==> config.mk <==
export PLATFORM = sky130hd
export DESIGN_NAME = pit_lookup
export DESIGN_NICKNAME = d
export VERILOG_FILES = /design/src/rtl/pit_pkg.sv /design/src/rtl/pit_lookup.sv
export SDC_FILE = /design/constraint.sdc
export NUM_CORES = 1
export LEC_CHECK = 0
export CAP_MARGIN = 10
export CORE_MARGIN = 2
export CORE_UTILIZATION = 35
export CTS_CLUSTER_SIZE = 10
export DETAILED_ROUTE_END_ITERATION = 6
export DONT_BUFFER_PORTS = 1
export HOLD_SLACK_MARGIN = 0.12
export PLACE_DENSITY_LB_ADDON = 0.12
export SLEW_MARGIN = 20
export SYNTH_ARGS = -nofsm -noshare
export SYNTH_HDL_FRONTEND = slang
export SYNTH_SLANG_ARGS = --single-unit
==> constraint.sdc <==
create_clock -name clk -period 17.8 [get_ports clk]
set_clock_uncertainty 0.05 [all_clocks]
set_input_delay 3.56 -clock clk [delete_from_list [all_inputs] [get_ports clk]]
set_output_delay 3.56 -clock clk [all_outputs]
set_load 0.02 [all_outputs]
==> src/rtl/pit_pkg.sv <==
// Shared encodings for the Pending Interest Table lookup stage.
package pit_pkg;

    typedef enum logic [1:0] {
        OP_INTEREST = 2'b00,
        OP_DATA     = 2'b01,
        OP_RELEASE  = 2'b10,
        OP_RESERVED = 2'b11
    } pit_op_e;

    typedef enum logic [1:0] {
        IDLE    = 2'b00,
        SEARCH  = 2'b01,
        UPDATE  = 2'b10,
        RESPOND = 2'b11
    } pit_state_e;

    localparam int unsigned RECEIVED_BIT  = 11;
    localparam int unsigned REQUESTED_BIT = 10;
    localparam int unsigned ADDR_MSB      = 9;
    localparam int unsigned ADDR_LSB      = 0;

endpackage

==> src/rtl/pit_lookup.sv <==
// PIT lookup: sequential name search over ENTRIES records, then insert/mark/release
// and return the {received, requested, slot address} entry word.
module pit_lookup
    import pit_pkg::*;
#(
    parameter int unsigned ENTRIES = 8,
    parameter int unsigned NAME_W  = 16,
    parameter int unsigned ADDR_W  = 10
) (
    input  logic                               clk,
    input  logic                               reset,
    input  logic                               req_valid,
    output logic                               req_ready,
    input  logic [1:0]                         req_op,
    input  logic [NAME_W-1:0]                  req_name,
    output logic                               resp_valid,
    output logic                               resp_hit,
    output logic                               resp_full,
    output logic [11:0]                        table_entry,
    output logic [$clog2(ENTRIES+1)-1:0]       occupancy
);

    localparam int unsigned IDX_W = $clog2(ENTRIES);
    localparam int unsigned OCC_W = $clog2(ENTRIES+1);
    localparam logic [IDX_W-1:0] LAST_IDX = IDX_W'(ENTRIES - 1);

    pit_state_e r_state, w_state_next;

    logic              r_valid [ENTRIES];
    logic [NAME_W-1:0] r_name  [ENTRIES];
    logic              r_rcvd  [ENTRIES];
    logic              r_reqd  [ENTRIES];

    pit_op_e           r_op;
    logic [NAME_W-1:0] r_key;
    logic [IDX_W-1:0]  r_idx;
    logic              r_hit_found, r_free_found;
    logic [IDX_W-1:0]  r_hit_idx, r_free_idx;

    logic              r_resp_hit, r_resp_full;
    logic [11:0]       r_entry;
    logic [OCC_W-1:0]  r_occ;

    logic [ADDR_W-1:0] w_hit_addr, w_free_addr;

    assign w_hit_addr  = ADDR_W'(r_hit_idx) << (ADDR_W - IDX_W);
    assign w_free_addr = ADDR_W'(r_free_idx) << (ADDR_W - IDX_W);

    function automatic logic [11:0] mk_entry(logic rcv, logic req, logic [ADDR_W-1:0] addr);
        logic [11:0] e;
        e = '0;
        e[RECEIVED_BIT]      = rcv;
        e[REQUESTED_BIT]     = req;
        e[ADDR_MSB:ADDR_LSB] = addr[ADDR_MSB:ADDR_LSB];
        return e;
    endfunction

    always_ff @(posedge clk or posedge reset) begin
        if (reset) begin
            r_state <= IDLE;
        end else begin
            r_state <= w_state_next;
        end
    end

    always_comb begin
        w_state_next = r_state;
        req_ready    = 1'b0;
        resp_valid   = 1'b0;
        unique case (r_state)
            IDLE: begin
                req_ready = 1'b1;
                if (req_valid) w_state_next = SEARCH;
            end
            SEARCH:  if (r_idx == LAST_IDX) w_state_next = UPDATE;
            UPDATE:  w_state_next = RESPOND;
            RESPOND: begin
                resp_valid   = 1'b1;
                w_state_next = IDLE;
            end
            default: w_state_next = IDLE;
        endcase
    end

    always_ff @(posedge clk or posedge reset) begin
        if (reset) begin
            for (int i = 0; i < ENTRIES; i++) begin
                r_valid[i] <= 1'b0;
                r_name[i]  <= '0;
                r_rcvd[i]  <= 1'b0;
                r_reqd[i]  <= 1'b0;
            end
            r_op         <= OP_INTEREST;
            r_key        <= '0;
            r_idx        <= '0;
            r_hit_found  <= 1'b0;
            r_free_found <= 1'b0;
            r_hit_idx    <= '0;
            r_free_idx   <= '0;
            r_resp_hit   <= 1'b0;
            r_resp_full  <= 1'b0;
            r_entry      <= '0;
            r_occ        <= '0;
        end else begin
            unique case (r_state)
                IDLE: begin
                    if (req_valid) begin
                        r_op         <= pit_op_e'(req_op);
                        r_key        <= req_name;
                        r_idx        <= '0;
                        r_hit_found  <= 1'b0;
                        r_free_found <= 1'b0;
                    end
                end
                SEARCH: begin
                    // First match latched sticks, so the lowest index wins.
                    if (r_valid[r_idx] && (r_name[r_idx] == r_key) && !r_hit_found) begin
                        r_hit_found <= 1'b1;
                        r_hit_idx   <= r_idx;
                    end
                    if (!r_valid[r_idx] && !r_free_found) begin
                        r_free_found <= 1'b1;
                        r_free_idx   <= r_idx;
                    end
                    r_idx <= r_idx + IDX_W'(1);
                end
                UPDATE: begin
                    r_resp_hit  <= 1'b0;
                    r_resp_full <= 1'b0;
                    r_entry     <= '0;
                    unique case (r_op)
                        OP_INTEREST: begin
                            if (r_hit_found) begin
                                r_reqd[r_hit_idx] <= 1'b1;
                                r_resp_hit        <= 1'b1;
                                r_entry <= mk_entry(r_rcvd[r_hit_idx], 1'b1, w_hit_addr);
                            end else if (r_free_found) begin
                                r_valid[r_free_idx] <= 1'b1;
                                r_name[r_free_idx]  <= r_key;
                                r_rcvd[r_free_idx]  <= 1'b0;
                                r_reqd[r_free_idx]  <= 1'b1;
                                r_entry <= mk_entry(1'b0, 1'b1, w_free_addr);
                                r_occ   <= r_occ + OCC_W'(1);
                            end else begin
                                r_resp_full <= 1'b1;
                            end
                        end
                        OP_DATA: begin
                            if (r_hit_found) begin
                                r_rcvd[r_hit_idx] <= 1'b1;
                                r_resp_hit        <= 1'b1;
                                r_entry <= mk_entry(1'b1, r_reqd[r_hit_idx], w_hit_addr);
                            end
                        end
                        OP_RELEASE: begin
                            if (r_hit_found) begin
                                r_valid[r_hit_idx] <= 1'b0;
                                r_resp_hit         <= 1'b1;
                                r_entry <= mk_entry(r_rcvd[r_hit_idx], r_reqd[r_hit_idx],
                                                    w_hit_addr);
                                r_occ   <= r_occ - OCC_W'(1);
                            end
                        end
                        default: ;
                    endcase
                end
                default: ;
            endcase
        end
    end

    assign resp_hit    = r_resp_hit;
    assign resp_full   = r_resp_full;
    assign table_entry = r_entry;
    assign occupancy   = r_occ;

endmodule
==> impl_results.md <==
- Clock group share of total power: 26.9%
- Critical path required time: 14,190 ps
- Top_reg_cell synth: dfrtp_1
- Die X: roughly 170 microns
- Crit path largest cell delay: 410 ps
- Die height: approximately 170 microns
- Most frequent cell after synthesis: dfrtp_1
- Tot GR Track Use: 15.9%
- Outcome: complete, no violations
- # port buffers: 0
- CTS tree: built
- HP Class: flip-flop to flip-flop
- Critical-path top delay cell: dfrtp_1
- Number of global-route vias before repair: 5,962
- Final max-slew violation count: 0
- Row cnt: 59
- Mapped Area: 9270 sq um
- DR WL/cell: 20.6 microns
- Routed Antenna Nets: 0
- Initial Util: 35.6%
- Reg power frac: a little under half
- Post-DR vias/cell: 5.31
- Cell Pwr Density: around 140 nW/um^2
- CP startpoint kind: flip-flop
- Post-CTS Setup Bufs: 0
- First-pass GRT wire length: 34,300 microns
- Share of layout cells above drive strength 1: between 30% and 40%
- FF/Latch Area: between 4000 and 5000 sq um
- Final Hold Violating Endpoints: 0
- Top cells by area, synth: dfrtp_1 (52%), mux2_2 (19%), mux4_2 (5.8%), mux2i_1 (2.4%), nand2_1 (1.9%)
- Final core utilization: 38.5%
- Top-area cell type share of the netlist area: between 50% and 60%
- Die area: 27,800 sq um
- IO Count: 41
- Crit. End Element: primary output
- Final HPWL DP: about 13,000 microns
- Core footprint: approximately 26,000 sq um
- Post-CTS Hold Fix Bufs: 0
- Initial detailed-routing violation count: 212
- Slew HR: 26.5%
- DRC: 0
- Crit Path Max Fanout: 5
- Routed vias: approximately 5,500
- Fin crit period: 4910 ps
- CTS clk-pin slew, worst paths: 70 ps
- Switching Share: between 30 and 40%
- Post-synthesis sequential area ratio: 52.4%
- RSZ-0062 raised after global routing: false
- Final Cycle Share: between 20 and 30%
- Layout area overhead: 8.37%
- CP Class: flip-flop to primary output
- Ant diodes: 0
- Internal power: 0.905 mW
- Worst EP arrival: 1300 ps
- Fin area: 10,000 sq um
- Setup TNS: 0 ps
- Post-synth EDFFs: 0
- Yosys warns: 0
- Clock sink count: 194
- Peak supply drop: roughly 0.074 mV
- List of most frequent post-synthesis cells: dfrtp_1 (194), mux2_2 (159), nand2_1 (47)
- Antenna violations before repair: 0
- Synth area leader: dfrtp_1
- Synthesized flop and latch total: 194
- Gate power share: between 20% and 30%
- Avg Cell Area, Syn: around 13 sq um
- Worst-skew pair later-pin latency: about 440 ps
- Clk buf depth: 2
- # nets final: 713
- Largest net degree at the start of global routing: 136
- Worst-path cell chain: inv_1 > ha_1
- Max Cap Viol: 0
- Post-cts sizing count: 0
- GR Overflow Total: 0
- Slack of the critical path: 12,890 ps
- Gpl congestion: 0.802
- H-Tree Depth: 4
- Synth cell types: 50
- Area of the multi-input gates: slightly above 4000 sq um
- Lkg Pwr: 4.69 nW
- Pre-CTS WS: 12,630 ps
- Setup-failing EPs final: 0
- CTS buffer count: 17
- Syn Inst Count: 710
- Layout filler cell count: 2,508
- Placed cell area: around 9500 sq um
- WL final: approximately 21,000 microns
- Post-synth ARST share: 100%
- Least-Margin Pin Slew: 1100 ps
- TritonRoute pass-1 iters: 5
- Root buffer cell: clkbuf_16
- P_sw: 0.476 mW
- F_max: 204 MHz
==> registers in the layout, indices dropped and copies added, names as in the netlist <==
register / count
occupancy: 4
r_free_found: 1
r_free_idx: 3
r_hit_found: 1
r_hit_idx: 3
r_idx: 3
r_key: 16
r_name: 128
r_op: 2
r_rcvd: 8
r_reqd: 8
r_state: 2
r_valid: 8
resp_full: 1
resp_hit: 1
table_entry: 5
==> placed cells by master, fill, tap and decap left out, drive strengths merged, types with 7 or more instances in the layout <==
cell type	n
a21o	10
a21oi	26
buf	8
clkbuf	18
conb	7
dfrtp	194
ha	8
inv	15
mux2	163
mux2i	22
mux4	25
nand2	47
nor2	14
nor2b	8
nor3	7
o21ai	33
xnor2	12
xor2	7
==> power groups by stage <==
stage	sequential, mW	clock (mW)	combinational, mW
after detailed placement	0.646	0	0.381
after global placement	0.638	0	0.372
after floorplan	0.571	0	0.358
after global routing	0.653	0.402	0.414
final	0.636	0.372	0.373
after CTS	0.637	0.383	0.382
==> through the flow <==
step	hold WS (ps)	std cells	total power [mW]
after detailed placement	395	999	1.03
after floorplan	378	716	0.929
after global routing	433	1031	1.47
after global placement	391	999	1.01
final	412	1031	1.38
after CTS	412	1031	1.40
==> path summary, 6_finish.rpt <==
| kind | start | to | slack, ps | depth (start not counted) |
|---|---|---|---|---|
| worst max-delay path | r_state[1] | req_ready | 12890 | 2 |
| worst min-delay path | r_reqd[5] | r_reqd[5] | 410 | 1 |
| worst max register to register | r_idx[1] | r_hit_idx[0] | 14370 | 8 |
| worst min register to register | r_reqd[5] | r_reqd[5] | 410 | 1 |
| max in group asynchronous | reset | r_name[123] | 13160 | 2 |
| min in group asynchronous | reset | r_name[31] | 3120 | 1 |
==> kinds of logic after synthesis <==
family / share of synthesized area, %
mux: 28.3
flops: 52.4
simple gates: 5.92
compound gates: 6.51
buf+inv: 3.63
xor+xnor: 1.80
fa+ha+maj: 1.40
other cells: 0.0405
==> final cells by class <==
class / count / share of cell area, %
repair buffers: 8 / 0.598
well taps: 335 / 4.17
clock inverters: 14 / 1.27
clock buffers: 18 / 4.27
inverters: 10 / 0.449
multi-input cells: 452 / 40.9
flip-flops and latches: 194 / 48.4
==> layer usage <==
layer / up-vias / GRT usage, % / part of all wire, %
met5: - / 0 / 0
met3: 14 / 2.73 / 3.1
met4: 0 / 3.94 / 0.95
met2: 81 / 26.6 / 49
met1: 2880 / 21.6 / 47
li1: 2497 / - / -
==> critical path: cells and delay by family, from the launching register on <==
| family | cells | cell delay [ps] |
|---|---|---|
| buffers and inverters | 1 | 100 |
| adder cells (fa/ha/maj) | 1 | 360 |
| flip-flops | 1 | 410 |
Note: power is estimated with default switching activity, not from simulation.
